File: src/rtl/calc_cmd_scheduler.sv
// -----------------------------------------------------------------------------
// calc_cmd_scheduler
//
// Sits between the keypad decoder and the calculator core's command input.
// Key strobes are buffered in a small circular FIFO and handed to the core one
// at a time. A key is only issued while the core reports ready, and each issued
// command is followed by a fixed settle gap before the core's status is looked
// at again. A core error or a watchdog expiry puts the block into a terminal
// fault state that only reset leaves. Both faults are latched as sticky flags
// so they can be shown on the displays.
//
// Handshake semantics:
//   key_valid : one-cycle strobe, key_code is sampled in the same cycle. There
//               is no back-pressure. A key that arrives while the FIFO is full
//               and not being popped is dropped and counted.
//   cmd_valid : one-cycle strobe, cmd is meaningful only while it is high and
//               reads 4'd0 otherwise. The core is never strobed unless it
//               reported ready (2'b10) in the cycle the command was popped.
//
// Parameters:
//   DEPTH   - FIFO entries (power of two, >= 2)
//   SETTLE  - idle cycles after an issued command before status is checked (>= 1)
//   TIMEOUT - max consecutive non-ready cycles in WAIT_READY before a fault (>= 2)
//
// Ports:
//   clock        in   rising-edge clock
//   reset        in   synchronous, active-high reset
//   key_valid    in   new-key strobe
//   key_code     in   4-bit key (0-9 digits, 10-14 ops/equals, 15 backspace)
//   calc_status  in   core status: 10 ready, 01/11 busy, 00 error
//   cmd          out  command to the core (0 when cmd_valid is low)
//   cmd_valid    out  one-cycle command strobe
//   fifo_count   out  number of buffered keys
//   fifo_full    out  fifo_count == DEPTH
//   drop_count   out  keys lost to a full FIFO, saturating at 255
//   err          out  sticky: core reported error
//   timeout_flag out  sticky: watchdog expired
//
// Every output comes straight from a register (fifo_full is a decode of the
// registered occupancy), so there is no combinational input-to-output path.
// -----------------------------------------------------------------------------
module calc_cmd_scheduler #(
    parameter int DEPTH   = 4,
    parameter int SETTLE  = 2,
    parameter int TIMEOUT = 1024
) (
    input  logic                     clock,
    input  logic                     reset,
    input  logic                     key_valid,
    input  logic [3:0]               key_code,
    input  logic [1:0]               calc_status,
    output logic [3:0]               cmd,
    output logic                     cmd_valid,
    output logic [$clog2(DEPTH):0]   fifo_count,
    output logic                     fifo_full,
    output logic [7:0]               drop_count,
    output logic                     err,
    output logic                     timeout_flag
);

    // -------------------------------------------------------------------------
    // Widths
    // -------------------------------------------------------------------------
    localparam int PW = $clog2(DEPTH);        // pointer width
    localparam int CW = PW + 1;               // occupancy width (0..DEPTH)
    localparam int SW = $clog2(SETTLE + 1);   // settle counter holds SETTLE
    localparam int WW = $clog2(TIMEOUT);      // watchdog holds TIMEOUT-1

    // -------------------------------------------------------------------------
    // FSM encoding
    // -------------------------------------------------------------------------
    localparam logic [2:0] S_IDLE   = 3'd0;
    localparam logic [2:0] S_ISSUE  = 3'd1;
    localparam logic [2:0] S_SETTLE = 3'd2;
    localparam logic [2:0] S_WAIT   = 3'd3;
    localparam logic [2:0] S_ERR    = 3'd4;

    localparam logic [1:0] ST_READY = 2'b10;
    localparam logic [1:0] ST_ERROR = 2'b00;

    // -------------------------------------------------------------------------
    // State
    // -------------------------------------------------------------------------
    logic [2:0]    state;
    logic [2:0]    state_next;

    logic [3:0]    mem [DEPTH];
    logic [PW-1:0] wr_ptr;
    logic [PW-1:0] rd_ptr;

    logic [SW-1:0] settle_cnt;
    logic [WW-1:0] wd_cnt;

    // -------------------------------------------------------------------------
    // Decodes
    // -------------------------------------------------------------------------
    logic core_ready;
    logic core_error;
    logic fault_hit;
    logic timeout_hit;
    logic enter_err;
    logic fifo_empty;
    logic accepting;
    logic pop;
    logic push;
    logic drop;

    assign core_ready = (calc_status == ST_READY);
    assign core_error = (calc_status == ST_ERROR);
    assign fifo_empty = (fifo_count == '0);
    assign fifo_full  = (fifo_count == CW'(DEPTH));

    // A core error outranks everything else, in every state but ERR itself.
    assign fault_hit = (state != S_ERR) && core_error;

    // The watchdog value equals the number of non-ready cycles already seen in
    // WAIT_READY, so TIMEOUT-1 here means this is the TIMEOUT-th such cycle.
    assign timeout_hit = (state == S_WAIT) && !core_ready && !core_error &&
                         (wd_cnt == WW'(TIMEOUT - 1));

    assign enter_err = fault_hit || timeout_hit;

    // core_ready already excludes the error code, so a pop can never coincide
    // with a fault transition.
    assign pop = (state == S_IDLE) && !fifo_empty && core_ready;

    // Keys are neither stored nor counted as drops once the block is faulted,
    // including the cycle in which the fault is taken (the FIFO is flushed).
    assign accepting = key_valid && (state != S_ERR) && !enter_err;
    assign push      = accepting && (!fifo_full || pop);
    assign drop      = accepting && fifo_full && !pop;

    // -------------------------------------------------------------------------
    // Next-state logic
    // -------------------------------------------------------------------------
    always_comb begin
        state_next = state;
        if (fault_hit) begin
            state_next = S_ERR;
        end else begin
            case (state)
                S_IDLE: begin
                    if (pop) state_next = S_ISSUE;
                end
                S_ISSUE: begin
                    state_next = S_SETTLE;
                end
                S_SETTLE: begin
                    if (settle_cnt == SW'(1)) state_next = S_WAIT;
                end
                S_WAIT: begin
                    if (core_ready)       state_next = S_IDLE;
                    else if (timeout_hit) state_next = S_ERR;
                end
                S_ERR: begin
                    state_next = S_ERR;
                end
                default: begin
                    state_next = S_IDLE;
                end
            endcase
        end
    end

    always_ff @(posedge clock) begin
        if (reset) state <= S_IDLE;
        else       state <= state_next;
    end

    // -------------------------------------------------------------------------
    // Settle counter: loaded while the command strobe is out, counts down in
    // SETTLE. The last count (value 1) is the final settle cycle.
    // -------------------------------------------------------------------------
    always_ff @(posedge clock) begin
        if (reset) begin
            settle_cnt <= '0;
        end else if (state == S_ISSUE) begin
            settle_cnt <= SW'(SETTLE);
        end else if (state == S_SETTLE && settle_cnt != '0) begin
            settle_cnt <= settle_cnt - SW'(1);
        end
    end

    // -------------------------------------------------------------------------
    // Watchdog: held at zero outside WAIT_READY, so it is already clear on
    // entry. Counts consecutive non-ready cycles while waiting.
    // -------------------------------------------------------------------------
    always_ff @(posedge clock) begin
        if (reset || state != S_WAIT) begin
            wd_cnt <= '0;
        end else if (!core_ready) begin
            wd_cnt <= wd_cnt + WW'(1);
        end
    end

    // -------------------------------------------------------------------------
    // FIFO storage (data only, no reset needed: occupancy guards every read)
    // -------------------------------------------------------------------------
    always_ff @(posedge clock) begin
        if (push) mem[wr_ptr] <= key_code;
    end

    // -------------------------------------------------------------------------
    // FIFO pointers and occupancy. Entering ERR flushes the buffer.
    // Pointers wrap naturally because DEPTH is a power of two.
    // -------------------------------------------------------------------------
    always_ff @(posedge clock) begin
        if (reset || enter_err) begin
            wr_ptr     <= '0;
            rd_ptr     <= '0;
            fifo_count <= '0;
        end else begin
            if (push) wr_ptr <= wr_ptr + PW'(1);
            if (pop)  rd_ptr <= rd_ptr + PW'(1);
            case ({push, pop})
                2'b10:   fifo_count <= fifo_count + CW'(1);
                2'b01:   fifo_count <= fifo_count - CW'(1);
                default: fifo_count <= fifo_count;
            endcase
        end
    end

    // -------------------------------------------------------------------------
    // Command register: the head is captured at pop time, so cmd and
    // cmd_valid are both high during the ISSUE cycle and cleared after it.
    // -------------------------------------------------------------------------
    always_ff @(posedge clock) begin
        if (reset) begin
            cmd       <= 4'd0;
            cmd_valid <= 1'b0;
        end else begin
            cmd_valid <= pop;
            cmd       <= pop ? mem[rd_ptr] : 4'd0;
        end
    end

    // -------------------------------------------------------------------------
    // Drop counter, saturating
    // -------------------------------------------------------------------------
    always_ff @(posedge clock) begin
        if (reset) begin
            drop_count <= 8'd0;
        end else if (drop && drop_count != 8'hFF) begin
            drop_count <= drop_count + 8'd1;
        end
    end

    // -------------------------------------------------------------------------
    // Sticky fault flags
    // -------------------------------------------------------------------------
    always_ff @(posedge clock) begin
        if (reset) begin
            err          <= 1'b0;
            timeout_flag <= 1'b0;
        end else begin
            if (fault_hit)   err          <= 1'b1;
            if (timeout_hit) timeout_flag <= 1'b1;
        end
    end

endmodule

File: config.mk
export PLATFORM = sky130hd
export DESIGN_NAME = calc_cmd_scheduler
export DESIGN_NICKNAME = d
export VERILOG_FILES = /design/src/rtl/calc_cmd_scheduler.sv
export SDC_FILE = /design/constraint.sdc
export NUM_CORES = 1
export LEC_CHECK = 0
export ABC_AREA = 1
export CORE_UTILIZATION = 34
export CTS_CLUSTER_DIAMETER = 150
export DETAILED_ROUTE_END_ITERATION = 6
export PLACE_DENSITY = 0.62
export SETUP_SLACK_MARGIN = 0.15
export SLEW_MARGIN = 20
export SYNTH_ARGS = -nofsm -noshare
export SYNTH_HDL_FRONTEND = slang
export SYNTH_SLANG_ARGS = --single-unit
File: constraint.sdc
create_clock -name clock -period 3.1 [get_ports clock]
set_clock_uncertainty 0.15 [all_clocks]
set_input_delay 0.465 -clock clock [delete_from_list [all_inputs] [get_ports clock]]
set_output_delay 0.465 -clock clock [all_outputs]
set_load 0.01 [all_outputs]
==> flow_summary.ini <==
[floorplanning]
die_w_um = 89.2
initial_utilization = 0.354
core_um2 = 7290
num_rows = 31
floorplan.die_area_um2 = 7950
total_i_o_pin_count = 28
die_h_um = 89.2

[yosys]
post-synth-top-count-cell = nor2_1
number_of_flops_mapped_to_enable_cells_by_yosys = 16
synthTopCellsByArea = dfxtp_1, edfxtp_1, nor2_1, nand2_1, inv_1
netlist_instances = 307
synth.top_cell.area_share = 0.287
postSynthNetCount = 326
synth.cells.most_frequent = nor2_1, nand2_1, dfxtp_1
yosys_warnings = 0
synth_seq_cells = 53
synth_top_flop_cell = dfxtp_1
mappedNetlistArea_um2 = 2580
ys_async_sr_fraction = 0
yosysSeqAreaShare = 0.473
synth.distinct_cells = 31
synth_area_per_cell_um2 = 8.41
synth_top_cell_by_area = dfxtp_1

[hold_path]
whs_path_depth = 2
hp-start = timeout_flag$_SDFFE_PP0P_
hold_class = register to register
hold_path_end = timeout_flag$_SDFFE_PP0P_

[route]
detail-route-antenna-nets = 0
remaining_drc_errors = 0
via_count = 1978
drt-total-wl_um = 4900
drt-vias-per-instance = 4.49
detailedRoute.firstIterationViolations = 85
routedWlPerCell_um = 11.1
drtPass1Iterations = 4

[clocking]
cts-root-buf = clkbuf_8
cts_htree_levels = 2
cts_tree = built
clk_latency_ns = 0.31
post-cts-setup-buffer-count = 0
clock-sinks = 53
cts_resized = 0
holdBufCountCts = 0
numCtsBuffers = 5
number_of_buffers_between_clock_root_and_the_deepest_sink = 2
cts.reportedPaths.clkPinSlew_ns = 0.10

[sta]
timing_max_transition_violations_final = 0
max-slew-margin-rel = 0.723
worst_slew_pin_slew_ns = 0.414
timing.final.crit_period_ns = 2.53
final_hold_viol_count = 0
rsz0062_at_grt = false
finalSetupViolCount = 0
tns_ns = 0
final_period_utilization = 0.817
maximum_operating_frequency_mhz = 395

[global_routing]
gr-total-overflow = 0
antenna_found_initial = 0
grt_pass1_vias = 1805
grtUsageTotal = 0.140
grt_start_max_net_pins = 19
grt_pass1_wl_um = 8470

[critical_path]
regToRegStartpoint = wd_cnt[0]$_SDFFE_PP0N_
r2r-end = fifo_count[2]$_SDFFE_PP0P_
cp_max_fo = 6
timing.critical_path.to_type = register
r2r_setup_slack_ns = 0.72
crit_path_start_kind = input port
timing.critical_path.arrival_ns = 2.58
worstSetupPathType = input port to register
r2r.worst_path.cells = 12
cp.required_ns = 3.15
startpoint = calc_status[0]

[place]
gp_congestion = 0.775
placement.cell_area_um2 = 2980
post_detail_place_hpwl_um = 3730
placement.io_buffers = 27

[finish]
drive_gt1_frac = 0.155
finalInstanceArea_um2 = 3080
fillers = 760
syn_to_final_growth_pct = 19.1
nNetsFinal = 360
n_antenna_cell = 0

[power]
worst_ir_drop_vdd_v = 0.000197
power_density_nw_per_um2 = 411
total_leakage_power_nw = 1.13
p_total_mw = 1.26

[outcome]
outcome = finished clean

[flow_run]
number_of_max_capacitance_violations_reported = 0
## registers in the layout, indices dropped and copies added, names as in the netlist
register	count
rd_ptr	2
wd_cnt	10
settle_cnt	2
fifo_count	3
state	3
err	1
cmd_valid	1
drop_count	8
mem	16
wr_ptr	2
cmd	4
timeout_flag	1
## cell families (layout without fill, tap and decap cells)
family                     after synthesis  after routing  share of synthesized area
and+or+nand+nor                        146            146                      0.280
DFF                                     53             53                      0.473
adders and majority gates               10             10                     0.0514
xor gates and xnor gates                 6              6                     0.0203
AOI/OAI and AO/OA                       45             45                      0.103
buffers and inverters                   47             82                     0.0727
## routing by layer
metal,global-route usage,wire [um]
met1,0.185,2420
met2,0.224,2250
met3,0.0295,156
met4,0.0519,76
met5,0,0
## critical path, cell delays in order
cell,delay (ns)
clkdlybuf4s50_1,0.47
inv_1,0.07
nand2_4,0.10
inv_2,0.08
nor2_2,0.16
nand3_2,0.11
nand3_2,0.09
ha_1,0.13
inv_1,0.06
fa_1,0.37
a21oi_1,0.15
o21ai_0,0.12
xor2_1,0.15
nor2_1,0.05
## cell usage in the layout (no fill, tap or decap), types with 4 or more instances in the layout
master / netlist / layout
nor2_1: 52 / 52
nand2_1: 45 / 45
dfxtp_1: 37 / 37
inv_1: 36 / 36
clkdlybuf4s50_1: 0 / 27
a21oi_1: 21 / 21
edfxtp_1: 16 / 16
o21ai_0: 15 / 15
nand4_1: 10 / 10
nand2_2: 9 / 9
nand3_1: 9 / 9
ha_1: 9 / 9
inv_2: 7 / 7
a21oi_2: 7 / 7
xor2_1: 6 / 6
clkbuf_8: 0 / 5
nor2_2: 4 / 4
or2_2: 4 / 4
buf_4: 1 / 4
## cell type report
class                   instances  area (um2)  share of cell area
clock buffers                   5        68.8              0.0224
inverters                      43         161              0.0525
multi-input cells             207        1170               0.382
well taps                      99         124              0.0403
flip-flops and latches         53        1220               0.397
clock inverters                 3        26.3             0.00854
repair buffers                 31         300              0.0976
## where the power goes
group,internal [mW],leakage (nW),switching (mW),total [mW]
registers,0.730,0.445,0.0116,0.741
logic,0.0469,0.637,0.0674,0.114
clock network,0.165,0.0487,0.243,0.408
## stage by stage
step | util | hold slack (ns) | cells | setup WS, ns
2_1_floorplan | - | 0.308 | 307 | 0.773
3_3_place_gp | 0.409 | 0.294 | 433 | 0.340
3_5_place_dp | 0.409 | 0.295 | 433 | 0.248
4_1_cts | 0.422 | 0.310 | 441 | 0.575
5_1_grt | 0.422 | 0.332 | 441 | 0.368
6_report | 0.422 | 0.305 | 441 | 0.567
## worst max path at each step
stage / depth (start not counted) / slack (ns) / endpoint
3_3_place_gp: 14 / 0.34 / fifo_count[2]$_SDFFE_PP0P_
3_5_place_dp: 14 / 0.25 / fifo_count[2]$_SDFFE_PP0P_
6_report: 14 / 0.57 / fifo_count[2]$_SDFFE_PP0P_
5_1_grt: 14 / 0.37 / fifo_count[2]$_SDFFE_PP0P_
2_1_floorplan: 13 / 0.77 / fifo_count[2]$_SDFFE_PP0P_
4_1_cts: 14 / 0.57 / fifo_count[2]$_SDFFE_PP0P_
Note: power is estimated with default switching activity, not from simulation.
==> variant, RTL diff (same flow settings) <==
Register the input `key_valid` before use, without a reset. The logic sees it one clock later. The other inputs are not delayed to match. Comments in the files are not updated.
--- a/src/rtl/calc_cmd_scheduler.sv
+++ b/src/rtl/calc_cmd_scheduler.sv
@@ -78,6 +78,12 @@
     localparam logic [1:0] ST_READY = 2'b10;
     localparam logic [1:0] ST_ERROR = 2'b00;
 
+    logic key_valid_q;
+
+    always_ff @(posedge clock) begin
+        key_valid_q <= key_valid;
+    end
+
     // -------------------------------------------------------------------------
     // State
     // -------------------------------------------------------------------------
@@ -126,7 +132,7 @@
 
     // Keys are neither stored nor counted as drops once the block is faulted,
     // including the cycle in which the fault is taken (the FIFO is flushed).
-    assign accepting = key_valid && (state != S_ERR) && !enter_err;
+    assign accepting = key_valid_q && (state != S_ERR) && !enter_err;
     assign push      = accepting && (!fifo_full || pop);
     assign drop      = accepting && fifo_full && !pop;
 
Formal check against the unedited RTL: not equivalent (a bounded check fails within 4 cycles, from zero or initial values and one cycle with reset high).
==> variant against the unedited design <==
- via count shrank 4.0%
- power is 11% higher
- clock power increased by 15%
- synthesized area decreased by 2.5%
- final area shrank 1.9%
- maximum frequency grew 14%
- sequential cell count increased by 1
- wire length fell by 4.6%
- critical endpoint unchanged
- worst setup slack improved by 0.30 ns
- synthesized cell count is 4.6% lower
- final cell count down 3.4%
- utilization decreased by 0.34 points
==> variant: results (changes against the unedited design) <==
- Post-DP HPWL: 3542 um (-5.1%)
- Max Buffers Root-to-Sink: 2 (unchanged)
- Cell count of the worst reg-to-reg path: 10 (-2)
- CP Max Fanout: 7 (+1)
- Post-CTS Setup Repair Bufs: 0 (unchanged)
- Pre-CTS setup slack: 0.5248 ns (+0.2763 ns)
- Largest net degree at the start of global routing: 16 (-3)
- Largest regs: mem x16, wd_cnt x10, drop_count x8
- Number of global-route vias before repair: 1809 (+0.22%)
- First-pass GRT wire length: 7997 um (-5.6%)
- Relative slew slack: 75.62% (+3.3 points)
- Synthesized Nets: 311 (-4.6%)
- Final nets: 344 (-4.4%)
- Routability cong.: 0.7981 (+3.0%)
- Outcome: completed
- Pleak: 1.156 nW (+2.2%)
- RR Startpoint: wd_cnt[0]
- Wire length per cell: 10.97 um (-1.3%)
- Root buf cell: clkbuf_8
- Sequential element share of the synthesized area: 49.30% (+2.0 points)
- Hold_sp: wd_cnt[9]
- Area growth syn-to-layout: 19.88%
- Cell Int Power: 1.058 mW (+12%)
- Ant diodes: 0 (unchanged)
- Critical Path AT: 2.29 ns (-0.29 ns)
- Vias: 1898 (-4.0%)
- Placed Area: 2912 sq um (-2.3%)
- Flop2flop setup slack: 1.04 ns (+0.32 ns)
- Post-synth EDFFs: 16 (unchanged)
- Netlist cell types: 36 (+16%)
- Total GRT Usage: 13.36% (-0.60 points)
- Layout filler cell count: 737 (-3.0%)
- DRT iter0 DRCs: 71 (-16%)
- Post-synth top cells: nor2_1, nand2_1, dfxtp_1, inv_1, a21oi_1
- Clk slew on worst S/H paths: roughly 0.090 ns
- Ys async rst share: 0% (unchanged)
- Top cells by area, synth: dfxtp_1, edfxtp_1, nor2_1, nand2_1, a21oi_1
- H-tree depth: 2 (unchanged)
- Final setup vio count: 0 (unchanged)
- Fraction of layout cells with a size suffix above 1: 10.40% (-5.1 points)
- Max-slew violation count: 0 (unchanged)
- Max VDD drop: 0.1892 mV (-4.2%)
- Worst R2R End: fifo_count[1]
- Clock latency on the worst-skew pair: 0.31 ns (about the same)
- Worst Hold End: wd_cnt[9]
- YS warnings: 0 (unchanged)
- Tightest Hold Check Type: flop to flop
- Post-cts gate resize count: 0 (unchanged)
- Hold Path Depth: 1 (-1)
- DRT Pass-1 Iters: 4 (unchanged)
variant: power groups by stage:
stage	sequential (mW)	clock (mW)	combinational, mW
CTS	0.772	0.481	0.165
global route	0.776	0.509	0.185
detailed placement	0.788	0	0.164
global placement	0.788	0	0.162
finish	0.772	0.471	0.163
floorplan	0.786	0	0.113
variant: cell families after synthesis:
kind of cell	synth area share [%]
simple gates	27.24
flops	49.30
buf+inv	6.810
compound gates	8.748
xor+xnor	3.131
fa+ha+maj	4.772
variant: worst max-delay path by stage:
stage | cells after the start | endpoint | startpoint | slack [ns]
CTS | 13 | fifo_count[2] | calc_status[1] | 0.86
finish | 13 | fifo_count[2] | calc_status[1] | 0.87
global route | 13 | fifo_count[2] | calc_status[1] | 0.72
global placement | 13 | fifo_count[2] | calc_status[0] | 0.57
floorplan | 13 | fifo_count[2] | calc_status[0] | 1.13
detailed placement | 13 | fifo_count[2] | calc_status[1] | 0.52
variant: critical path, cell delays in order:
cell	delay (ns)
clkdlybuf4s50_1	0.49
nand2_2	0.10
inv_2	0.15
nor2_4	0.07
nand3_4	0.11
nand2_4	0.07
nand2_2	0.09
inv_1	0.06
fa_1	0.38
inv_1	0.06
nand2_1	0.06
a21oi_1	0.14
nor2_1	0.05
variant: cell type report:
class / count / share of cell area [%]
tap: 99 / 4.104
multi-input combinational: 194 / 36.61
clock inverter: 1 / 0.9950
timing repair buffer: 28 / 9.204
clock buffer: 7 / 2.529
sequential: 54 / 41.13
inverter: 43 / 5.431
variant: per-layer routing:
| metal | up-vias | track usage, % | routed length, um |
|---|---|---|---|
| li1 | 1007 | - | - |
| met5 | - | 0 | 0 |
| met4 | 0 | 6.452 | 90 |
| met3 | 8 | 3.959 | 243 |
| met2 | 33 | 20.86 | 2030 |
| met1 | 850 | 16.92 | 2308 |
variant: metrics by stage:
step	cells	hold WS [ns]
global route	426	0.3398
CTS	426	0.3111
detailed placement	418	0.2919
finish	426	0.3094
global placement	418	0.2880
floorplan	293	0.2721
